## config.mk

```make
export PLATFORM = sky130hd
export DESIGN_NAME = pe_col_drain
export DESIGN_NICKNAME = d
export VERILOG_FILES = /design/src/rtl/pe_pkg.sv /design/src/rtl/pe_drain_fifo.sv /design/src/rtl/pe_col_drain.sv
export SDC_FILE = /design/constraint.sdc
export NUM_CORES = 1
export LEC_CHECK = 0
export BUFFER_PORTS_ARGS = -buffer_cell sky130_fd_sc_hd__buf_4
export CORE_MARGIN = 3
export CORE_UTILIZATION = 50
export CTS_CLUSTER_SIZE = 40
export DETAILED_ROUTE_END_ITERATION = 10
export PLACE_DENSITY = 0.71
export SLEW_MARGIN = 20
export SYNTH_ARGS = -nofsm -noshare
export SYNTH_HDL_FRONTEND = slang
export SYNTH_SLANG_ARGS = --single-unit
```

## constraint.sdc

```tcl
create_clock -name clk -period 2.8 [get_ports clk]
set_input_delay 0.14 -clock clk [delete_from_list [all_inputs] [get_ports clk]]
set_output_delay 0.14 -clock clk [all_outputs]
set_load 0.01 [all_outputs]
```

## src/rtl/pe_pkg.sv

```systemverilog
// pe_pkg: shared widths, drain FSM states and saturation limits for the PE column drain
package pe_pkg;
  localparam int PE_INT_BW = 5;
  localparam int PE_FRA_BW = 5;
  localparam int PE_MUL_BW = 16;
  localparam int PE_ACC_BW = 32;
  localparam int PE_COLS   = 4;
  localparam int PE_DEPTH  = 4;
  typedef enum logic {IDLE = 1'b0, CAPTURE = 1'b1} drain_state_e;
  // limits of the accumulator after the fraction bits are shifted out
  function automatic longint sat_lim(int mul_bw, bit hi);
    return hi ? (longint'(1) <<< (mul_bw - 1)) - 1 : -(longint'(1) <<< (mul_bw - 1));
  endfunction
  localparam logic [PE_MUL_BW-1:0] PE_SAT_MAX = PE_MUL_BW'(sat_lim(PE_MUL_BW, 1'b1));
  localparam logic [PE_MUL_BW-1:0] PE_SAT_MIN = PE_MUL_BW'(sat_lim(PE_MUL_BW, 1'b0));
  localparam longint PE_ACC_HI = (longint'(1) <<< (PE_MUL_BW + PE_FRA_BW - 1)) - 1;
  localparam longint PE_ACC_LO = -(longint'(1) <<< (PE_MUL_BW + PE_FRA_BW - 1));
endpackage

```

## src/rtl/pe_drain_fifo.sv

```systemverilog
// pe_drain_fifo: row FIFO with valid/ready pop; a pop frees the slot for a same-cycle push when full
module pe_drain_fifo #(
  parameter int W     = 64,
  parameter int DEPTH = 4
) (
  input  logic         clk,
  input  logic         rst_n,
  input  logic         push,
  input  logic [W-1:0] push_data,
  output logic         full,
  output logic         pop_valid,
  input  logic         pop_ready,
  output logic [W-1:0] pop_data
);
  localparam int AW = $clog2(DEPTH);
  logic [W-1:0] mem [DEPTH];
  logic [AW-1:0] wp, rp;
  logic [AW:0] cnt;
  logic wr, rd;
  assign full      = cnt == (AW+1)'(DEPTH);
  assign pop_valid = cnt != '0;
  assign rd        = pop_valid && pop_ready;
  assign wr        = push && (!full || rd);
  assign pop_data  = mem[rp];
  // storage and pointers; contents cleared on reset so the head reads zero
  always_ff @(posedge clk or negedge rst_n)
    if (!rst_n) begin
      for (int i = 0; i < DEPTH; i++) mem[i] <= '0;
      wp  <= '0;
      rp  <= '0;
      cnt <= '0;
    end else begin
      if (wr) mem[wp] <= push_data;
      wp  <= wp + AW'(wr);
      rp  <= rp + AW'(rd);
      cnt <= cnt + (AW+1)'(wr) - (AW+1)'(rd);
    end
endmodule

```

## src/rtl/pe_col_drain.sv

```systemverilog
// pe_col_drain: deskews and converts bottom-PE results into rows; PE_COL_DRAIN_SAT_EN enables clamping
module pe_col_drain
  import pe_pkg::*;
#(
  parameter int INT_BW = PE_INT_BW,
  parameter int FRA_BW = PE_FRA_BW,
  parameter int MUL_BW = PE_MUL_BW,
  parameter int ACC_BW = PE_ACC_BW,
  parameter int COLS   = PE_COLS,
  parameter int DEPTH  = PE_DEPTH
) (
  input  logic                     clk,
  input  logic                     rst_n,
  input  logic                     start_i,
  input  logic [7:0]               len_i,
  input  logic [COLS*ACC_BW-1:0]   o_i,
  output logic                     row_valid_o,
  input  logic                     row_ready_i,
  output logic [COLS*MUL_BW-1:0]   row_data_o,
  output logic                     busy_o,
  output logic                     ovf_o,
  output logic                     sat_o
);
  localparam int SW = ACC_BW - FRA_BW;
  if (INT_BW < 1 || INT_BW + FRA_BW > ACC_BW || MUL_BW + FRA_BW > ACC_BW || COLS < 2 ||
      DEPTH < 2 || (DEPTH & (DEPTH - 1)) != 0) begin : g_bad_params
    $error("pe_col_drain: invalid parameters");
  end
  drain_state_e state;
  logic [15:0] cnt;
  logic [7:0] len_q;
  logic [COLS-1:0] clamp;
  logic [COLS*MUL_BW-1:0] row;
  logic push, drop, pop, full, sat_q, unused_bits;
  assign unused_bits = ^o_i;
  assign busy_o = state == CAPTURE;
  assign sat_o  = sat_q;
  assign push   = state == CAPTURE && cnt >= 16'(COLS - 1);
  assign pop    = row_valid_o && row_ready_i;
  assign drop   = push && full && !pop;
  for (genvar c = 0; c < COLS; c++) begin : g_col
    logic [MUL_BW-1:0] conv;
`ifdef PE_COL_DRAIN_SAT_EN
    localparam logic signed [SW-1:0] HI = SW'(sat_lim(MUL_BW, 1'b1));
    localparam logic signed [SW-1:0] LO = SW'(sat_lim(MUL_BW, 1'b0));
    logic signed [SW-1:0] sh;
    logic win;
    assign sh  = o_i[c*ACC_BW+FRA_BW +: SW];
    assign win = state == CAPTURE && cnt >= 16'(c) && cnt < 16'(c) + 16'(len_q);
    assign conv = sh > HI ? HI[MUL_BW-1:0] : sh < LO ? LO[MUL_BW-1:0] : sh[MUL_BW-1:0];
    assign clamp[c] = win && (sh > HI || sh < LO);
`else
    assign conv = o_i[c*ACC_BW+FRA_BW +: MUL_BW];
    assign clamp[c] = 1'b0;
`endif
    if (c == COLS - 1) begin : g_direct
      assign row[c*MUL_BW +: MUL_BW] = conv;
    end else begin : g_delay
      logic [COLS-2-c:0][MUL_BW-1:0] dl;
      // delay column c so all columns of a row line up in the same capture cycle
      always_ff @(posedge clk or negedge rst_n)
        if (!rst_n) dl <= '0;
        else begin
          dl[0] <= conv;
          for (int i = 1; i < COLS - 1 - c; i++) dl[i] <= dl[i-1];
        end
      assign row[c*MUL_BW +: MUL_BW] = dl[COLS-2-c];
    end
  end
  // capture sequencing: accept a start in IDLE, run len+COLS-1 cycles, keep sticky flags
  always_ff @(posedge clk or negedge rst_n)
    if (!rst_n) begin
      state <= IDLE;
      cnt   <= '0;
      len_q <= '0;
      ovf_o <= 1'b0;
      sat_q <= 1'b0;
    end else if (state == IDLE) begin
      if (start_i && len_i != 8'd0) begin
        state <= CAPTURE;
        cnt   <= '0;
        len_q <= len_i;
        ovf_o <= 1'b0;
        sat_q <= 1'b0;
      end
    end else begin
      cnt   <= cnt + 16'd1;
      state <= cnt == 16'(len_q) + 16'(COLS - 2) ? IDLE : CAPTURE;
      ovf_o <= ovf_o | drop;
      sat_q <= sat_q | (|clamp);
    end
  pe_drain_fifo #(.W(COLS*MUL_BW), .DEPTH(DEPTH)) u_fifo (
    .clk       (clk),
    .rst_n     (rst_n),
    .push      (push),
    .push_data (row),
    .full      (full),
    .pop_valid (row_valid_o),
    .pop_ready (row_ready_i),
    .pop_data  (row_data_o)
  );
endmodule

```

Yosys cells after proc, flatten, opt, wreduce, memory -nomap -nowiden
Cells that the tools add are included.

operators by class
  add/subtract/negate cells = 6
  order comparisons = 4
  equal/unequal tests = 2
  multiplexer cells = 13
  bitwise operators = 4
  reduce and logical (&&, ||, !) cells = 14

operators with widths
  kind                     number
  $bwmux W256              1
  $mux W64                 3
  $bmux W64 S2             1
  $demux W64 S2            1
  $mux W16                 2
  $add A16 B1 Y16 const B  1
  $eq A16 B9 Y1            1
  $ge A16 B2 Y1 const B    1
  $add A8 B2 Y9 const B    1
  $reduce_bool A8 Y1       1
  $logic_and A1 B1 Y1      7
  $ge A3 B3 Y1 const B     2
  $not A2 Y3               2
  $mux W1                  5
  $add A2 B1 Y2            2
  $add A3 B1 Y3            1
  $eq A3 B3 Y1 const B     1
  $lt A3 B1 Y1 const B     1
  $reduce_bool A3 Y1       1
  $sub A3 B1 Y3            1
  $logic_not A1 Y1         2
  $reduce_and A2 Y1        1
  $reduce_bool A2 Y1       1
  $logic_or A1 B1 Y1       1
  2 further kinds          2

word-level totals
  register bits after elaboration = 385
  input port bits = 140
  output and inout port bits = 68

Longest topological paths before layout
Gate-level depths: netlist of the first run.

  depth after elaboration = 6
  depth in mapped cells = 9
  depth with buffers taken out = 9

Cells and area by module
A second synthesis of the first run with hierarchy kept.

second synthesis, totals
  cells, all modules = 905
  area, all modules = 15543.7 µm²

modules (own cells, without submodules)
  module         instances  cells an instance  area each (µm²)
  pe_drain_fifo  1          647                11681.2
  pe_col_drain   1          258                3862.5

Worst setup path after synthesis of the first run
No wires, ideal clock.

  path kind = reg2reg
  from = reg u_fifo.cnt[1]
  to = reg u_fifo.cnt[2]
  data arrival time = 2.112 ns
  required time = 2.675 ns
  setup slack = 0.563 ns
  cell stages (with the launch flop) = 10
  period minus slack after synthesis = 2.237 ns
  cell sequence = dfrtp_1 > or3_1 > and2_1 > ha_1 > inv_1 > ha_1 > inv_1 > fa_1 > xnor2_1 > xnor2_1

between the ends
  longest elaborated chain between the ends = 6
  elaborated cells between the ends (all ways) = 8
  those cells by class = 2 x add/sub; 1 x eq/ne; 5 x reduce/logical

RTL lines
  element                   line                 RTL
  start: declaration        pe_drain_fifo.sv:18  logic [AW:0] cnt;
  start signal: assignment  pe_drain_fifo.sv:36  cnt <= cnt + (AW+1)'(wr) - (AW+1)'(rd);
  $reduce_bool A3 Y1 (*)    pe_drain_fifo.sv:21  assign pop_valid = cnt != '0;
  via row_valid_o           pe_col_drain.sv:17   output logic row_valid_o,
  $logic_and A1 B1 Y1 (*)   pe_drain_fifo.sv:22  assign rd = pop_valid && pop_ready;
  $logic_or A1 B1 Y1        pe_drain_fifo.sv:23  assign wr = push && (!full || rd);
  $logic_and A1 B1 Y1       pe_drain_fifo.sv:23
  $add A3 B1 Y3             pe_drain_fifo.sv:36
  $sub A3 B1 Y3 (*)         pe_drain_fifo.sv:36

The timed path passes the listed nets; every way through them passes the cells marked *.
A chain may end at the register's enable or synchronous reset.

Worst setup path after layout of the first run
  from = reg cnt[0]
  to = reg u_fifo.mem[194] (netlist bit)

between the ends
  longest elaborated chain between the ends = 3

RTL lines
  element                         line                 RTL
  start: declaration              pe_col_drain.sv:30   logic [15:0] cnt;
  start signal: assignment        pe_col_drain.sv:87   cnt <= cnt + 16'd1;
  $ge A16 B2 Y1                   pe_col_drain.sv:38   assign push = state == CAPTURE && cnt >= 16'(COLS - 1);
  $logic_and A1 B1 Y1             pe_col_drain.sv:38
  $logic_and A1 B1 Y1             pe_drain_fifo.sv:23
  end signal: indexed assignment  pe_drain_fifo.sv:33  if (wr) mem[wp] <= push_data;
  end: declaration                pe_drain_fifo.sv:16  logic [W-1:0] mem [DEPTH];

No other way between the ends.

==> results of run 1 <==
==> worst max path at each step <==
stage | startpoint | to
2_1_floorplan | u_fifo.cnt[1] | u_fifo.cnt[2]
3_3_place_gp | cnt[0] | u_fifo.mem[194]
3_5_place_dp | cnt[0] | u_fifo.mem[193]
4_1_cts | cnt[0] | u_fifo.mem[194]
5_1_grt | cnt[0] | u_fifo.mem[194]
6_report | cnt[0] | u_fifo.mem[194]
==> cell families (layout without fill, tap and decap cells) <==
group | after synthesis | count (layout) | synth area share, %
AOI/OAI and AO/OA | 35 | 35 | 1.64
xor gates and xnor gates | 13 | 13 | 0.734
adders and majority gates | 7 | 7 | 0.613
buffers and inverters | 57 | 322 | 2.64
DFF | 385 | 385 | 62.1
muxes | 329 | 329 | 30.0
other | 1 | 2 | 0.0242
and+or+nand+nor | 55 | 55 | 2.31
==> Yosys cell counts (2+ instances only) <==
library cell | n | area share, %
dfrtp_1 | 385 | 62
mux2_2 | 199 | 14
mux4_2 | 64 | 9.3
mux2_4 | 60 | 5.8
buf_6 | 20 | 1.5
nand3_1 | 13 | 0.42
buf_2 | 12 | 0.39
nand2_1 | 10 | 0.24
o21ai_0 | 10 | 0.32
buf_4 | 8 | 0.39
clkbuf_1 | 8 | 0.19
xnor2_1 | 8 | 0.45
inv_1 | 7 | 0.17
ha_1 | 6 | 0.48
mux2_1 | 5 | 0.36
nand4_1 | 5 | 0.20
xor2_1 | 5 | 0.28
o211ai_1 | 4 | 0.19
a21oi_1 | 3 | 0.097
and2_1 | 3 | 0.12
and3_1 | 3 | 0.12
nor4_2 | 3 | 0.24
o31ai_1 | 3 | 0.15
o41ai_1 | 3 | 0.17
or3_1 | 3 | 0.12
a22o_1 | 2 | 0.11
buf_1 | 2 | 0.048
nand4b_1 | 2 | 0.11
nor3_1 | 2 | 0.065
nor4_1 | 2 | 0.081
o311ai_1 | 2 | 0.11
or4_1 | 2 | 0.097
==> worst max-delay path, stage by stage (launching register included) <==
cell and delay [ps]:
dfrtp_1 420, ha_1 280, nor4_2 60, a41oi_2 410
nor4b_4 420, buf_12 340, mux2_2 380
==> layout make-up <==
class	instances	area share, %
diodes	1	0.0130
multi-input cells	440	28.6
clock inverters	16	0.593
repair buffers	241	11.5
clock buffers	58	6.42
flip-flops and latches	385	50.2
inverters	7	0.137
well taps	390	2.54
==> metal layers <==
metal,track usage (%),up-vias,share of wire [%]
met4,4.27,0,1.6
met5,0,-,0
li1,-,3735,-
met1,25.6,4338,44
met3,3.21,38,3.9
met2,30.6,153,50
==> registers in the layout (all words and copies together) (netlist names) <==
name and count:
u_fifo.wp 2, ovf_o 1, u_fifo.cnt 3, g_col.g_delay.dl 96
busy_o 1, u_fifo.mem 256, cnt 16, len_q 8
u_fifo.rp 2
==> metrics by stage <==
| stage | hold slack [ps] | setup WS (ps) |
|---|---|---|
| 3_5_place_dp | 215 | 314 |
| 5_1_grt | 93.6 | 153 |
| 4_1_cts | 52.2 | 305 |
| 3_3_place_gp | 211 | 347 |
| 6_report | 79.5 | 325 |
| 2_1_floorplan | -156 | 563 |
==> power breakdown <==
group | switching [uW] | internal, uW | total (uW)
Clock | 2110 | 3160 | 5270
Sequential | 1160 | 7670 | 8830
Combinational | 3650 | 5860 | 9510
Total | 6920 | 16700 | 23600
==> metrics.yaml, run 1 <==
outcome:
  outcome: "complete, no violations"
cells_and_area:
  fillers: 2154
  final_cells: 1538
  drive_gt1_share_pct: 49.7
  num-nets-final: 1263
  multi_input_area_sq_um: 5480
  syn2layout_area_growth_pct: 23.7
  final_cell_mix: "dfrtp_1, mux2_2, buf_4, dlygate4sd3_1, mux4_2"
  post-route-util_pct: 63.8
  final_common_cell: "dfrtp_1"
  final_cell_area_sq_um: 19200
  register_area_sq_um: 9640
worst_setup_path:
  crit_arrival_ps: 2870
  r2r-start: "cnt[0]"
  worst-r2r-cell-count: 6
  r2r_setup_slack_ps: 320
  critPathCaptureType: "flip-flop"
  start_kind: "flip-flop"
  rr_endpoint: "u_fifo.mem[194]"
  required_ps: 3200
  critPathKind: "reg2reg"
  critPathMaxFanout: 38
timing:
  fmax_mhz: 404
  slew_headroom_pct: 45.5
  rsz0062_at_grt: "no"
  maxSlewViolCount: 0
  skew_ps: 15.3
  tns_ps: 0
  setup_violations: 0
  fin_crit_ps: 2480
  final.period_utilization_pct: 88.4
  final_hold_viol_count: 0
  worst_pin_slew_ps: 806
hold_path:
  min_path_type: "in2reg"
  holdCritStartpoint: "start_i"
  worst_hold_path.endpoint: "len_q[1]"
  min_path_cells: 3
place:
  placed_cells: 1389
  place_congestion: 0.744
  port_buffers: 142
  dpl_cell_area_sq_um: 17100
  hpwlAfterDp_um: 17600
routing:
  drt_iter0_markers: 313
  finalWirelength_um: 29500
  vias: 8264
  via_per_inst: 5.37
  drt_pass1_iterations: 4
  detail-route-antenna-nets: 0
  wire_per_inst_um: 19.2
  drc: 0
logic_synthesis:
  synth_nets: 1029
  syn_area_sq_um: 15500
  ys_warn_count: 0
  synth_flop_cell: "dfrtp_1"
  ys_ff_latch: 385
  postSynthAreaPerCell_sq_um: 17.6
  synth_seq_area_share_pct: 62.1
  synth_edf_count: 0
  synthCells: 882
  synth.distinct_cells: 50
  synth-async-reset-ratio_pct: 100
power_and_ir_drop:
  powerDensity_nw_per_um2: 1230
  irDropWorstVdd_mv: 0.717
  totalPowerFinal_uw: 23600
  leakage_uw: 0.00838
global_route:
  track_usage_pct: 18.4
  grt_overflow: 0
  grt_start_max_net_pins: 89
  grt_first_pass_wirelength_um: 49200
  antenna_found_initial: 1
  grt_pass1_vias: 9191
cts:
  cts_hold_buf: 74
  cts_htree_levels: 2
  clock_path_buffers: 3
  clk_pin_slew_ps: 60
  clock_latency_ps: 520
  cts_tree: "yes"
  clockRootBuffer: "clkbuf_16"
  clkSinkCount: 385
  cts_resized: 0
  numCtsBuffers: 41
  cts_setup_buffers: 0
floorplanning:
  core_area_sq_um: 30100
  die_y_um: 182
  die_area_sq_um: 33200
  num_rows: 63
  io_pins: 208
  start_util_pct: 51.5
  die_x_um: 182
run:
  max_cap_viol_count: 0
Note: power is estimated with default switching activity, not from simulation.
==> inputs of run 2 (changes only) <==
Settings changed: PLACE_DENSITY 0.71 to 0.74.
Clock period 2.8 ns to 2.2 ns, I/O delays scaled along.
==> metrics.yaml, run 2 (same netlist as run 1, synthesis figures left out) <==
outcome:
  outcome: "complete, no violations"
cells_and_area:
  largest_reg_flops: 256
  regMostFlops: "u_fifo.mem"
  final_common_cell: "dfrtp_1"
  largestRegisters: "u_fifo.mem: 256 flops, g_col.g_delay.dl: 96 flops, cnt: 16 flops"
  final_cell_area_sq_um: 19700
  drive_gt1_share_pct: 51.6
  num-nets-final: 1306
  final_cell_mix: "dfrtp_1, mux2_2, buf_4, dlygate4sd3_1, mux4_2"
  syn2layout_area_growth_pct: 27.2
  fillers: 2103
worst_setup_path:
  required_ps: 2600
  rr_endpoint: "u_fifo.cnt[2]"
  cp_slowest_cell: "dfrtp_1"
  worst-r2r-cell-count: 9
  critPathKind: "reg2reg"
  start_kind: "flip-flop"
  crit_chain: "or3_4, and2_4, ha_4, inv_1, ha_2, inv_2, fa_2, xnor2_2, xnor2_1"
  critPathBufInv: 2
  critPathMaxFanout: 4
  critPathCaptureType: "flip-flop"
  r2r_setup_slack_ps: 80
  crit_arrival_ps: 2520
  r2r-start: "u_fifo.cnt[0]"
  critical-path-top-delay-family: "adder cells"
  cpPeakStageDelay_ps: 400
routing:
  detail-route-antenna-nets: 0
  drt_pass1_iterations: 4
  via_per_inst: 5.34
  drt_iter0_markers: 325
  drc: 0
  finalWirelength_um: 31100
  wire_per_inst_um: 19.7
  vias: 8437
global_route:
  track_usage_pct: 18.6
  grt_pass1_vias: 9376
  grt_first_pass_wirelength_um: 50000
  grt_start_max_net_pins: 75
  grt_overflow: 0
  antenna_found_initial: 2
floorplanning:
  die_x_um: 182
  core_area_sq_um: 30100
  io_pins: 208
  start_util_pct: 51.5
  num_rows: 63
  die_y_um: 182
  die_area_sq_um: 33200
timing:
  slew_headroom_pct: 60.8
  setup_violations: 0
  worst_pin_slew_ps: 588
  maxSlewViolCount: 0
  skew_ps: 14.2
  fin_crit_ps: 2120
  final_hold_viol_count: 0
  fin_ws_ps: 77.1
  fmax_mhz: 471
  final.period_utilization_pct: 96.5
cts:
  cts_tree: "yes"
  clock_path_buffers: 3
  clk_pin_slew_ps: 60
  cts_htree_levels: 2
  numCtsBuffers: 40
  clkSinkCount: 385
  clock_latency_ps: 520
  clockRootBuffer: "clkbuf_16"
place:
  place_congestion: 0.742
  dpl_cell_area_sq_um: 17400
  pre_cts_ws_ps: -63.1
  port_buffers: 142
  hpwlAfterDp_um: 18800
hold_path:
  min_path_cells: 4
  worst_hold_path.endpoint: "cnt[0]"
  holdCritStartpoint: "start_i"
  min_path_type: "in2reg"
power_and_ir_drop:
  irDropWorstVdd_mv: 0.978
  powerDensity_nw_per_um2: 1570
  leakage_uw: 0.00863
run:
  max_cap_viol_count: 0
## run 2: cell types whose count changed in the layout (fill, tap and decap cells not counted), moves of 3 or more
| cell | delta |
|---|---|
| buf_4 | +27 |
| buf_6 | +8 |
| clkbuf_1 | +6 |
| clkinv_2 | -6 |
| buf_12 | +3 |
| ha_1 | -3 |
## run 2: repair_timing
action,CTS,global route
endpoints found under the hold margin,184,0
gates cloned,0,4
hold buffers,73,0
resized for setup,16,7
endpoints found under the setup margin,167,211
buffers inserted,3,4
pin swaps,6,3
## run 2: worst max-delay path by stage
stage,endpoint,cells after the start,from,slack [ps]
after floorplan,u_fifo.cnt[2],9,u_fifo.cnt[1],10
after global placement,u_fifo.mem[153],7,cnt[0],-30
after detailed placement,u_fifo.mem[219],7,cnt[1],-60
after CTS,row_data_o[8],3,u_fifo.rp[0],-10
after global routing,u_fifo.mem[192],8,cnt[1],-10
final,u_fifo.cnt[2],9,u_fifo.cnt[0],80
## run 2: report_power, final
| group | internal (uW) | total [uW] | switching [uW] |
|---|---|---|---|
| registers | 9770 | 11200 | 1440 |
| clock network | 3930 | 6540 | 2620 |
| logic | 8230 | 13300 | 5050 |
## run 2: final cells by class
type / count / area [sq um] / area share [%]
Inverter: 7 / 26.3 / 0.133
Clock inverter: 10 / 108 / 0.545
Tap cell: 390 / 488 / 2.47
Antenna cell: 2 / 5.00 / 0.0254
Multi-Input combinational cell: 440 / 5560 / 28.2
Timing Repair Buffer: 285 / 2730 / 13.8
Clock buffer: 60 / 1180 / 5.97
Sequential cell: 385 / 9640 / 48.9
## run 2: worst register-to-register path, delay by kind of cell, from the launching register on
family	cells	cell delay [ps]
xor gates and xnor gates	2	260
DFF	1	400
and+or+nand+nor	2	550
buffers and inverters	2	80
adders and majority gates	3	710
## run 2: metrics by stage
step	util (%)	instances	setup TNS, ps	total power [uW]	hold slack [ps]
finish	65.5	1579	0	31000	33.7
detailed placement	57.9	1423	-2020	24000	123
global placement	57.9	1423	-583	23600	128
floorplan	-	882	0	19400	-186
global route	65.5	1579	-14.3	32700	33.8
CTS	65.0	1569	-37.4	31100	7.28
## run 2: layer usage
layer	track usage, %	wire length (um)	share of wire (%)	up-vias
met2	31.0	15300	49	148
li1	-	-	-	3803
met4	4.20	484	1.6	0
met1	25.6	14000	45	4450
met5	0	0	0	-
met3	3.69	1330	4.3	36
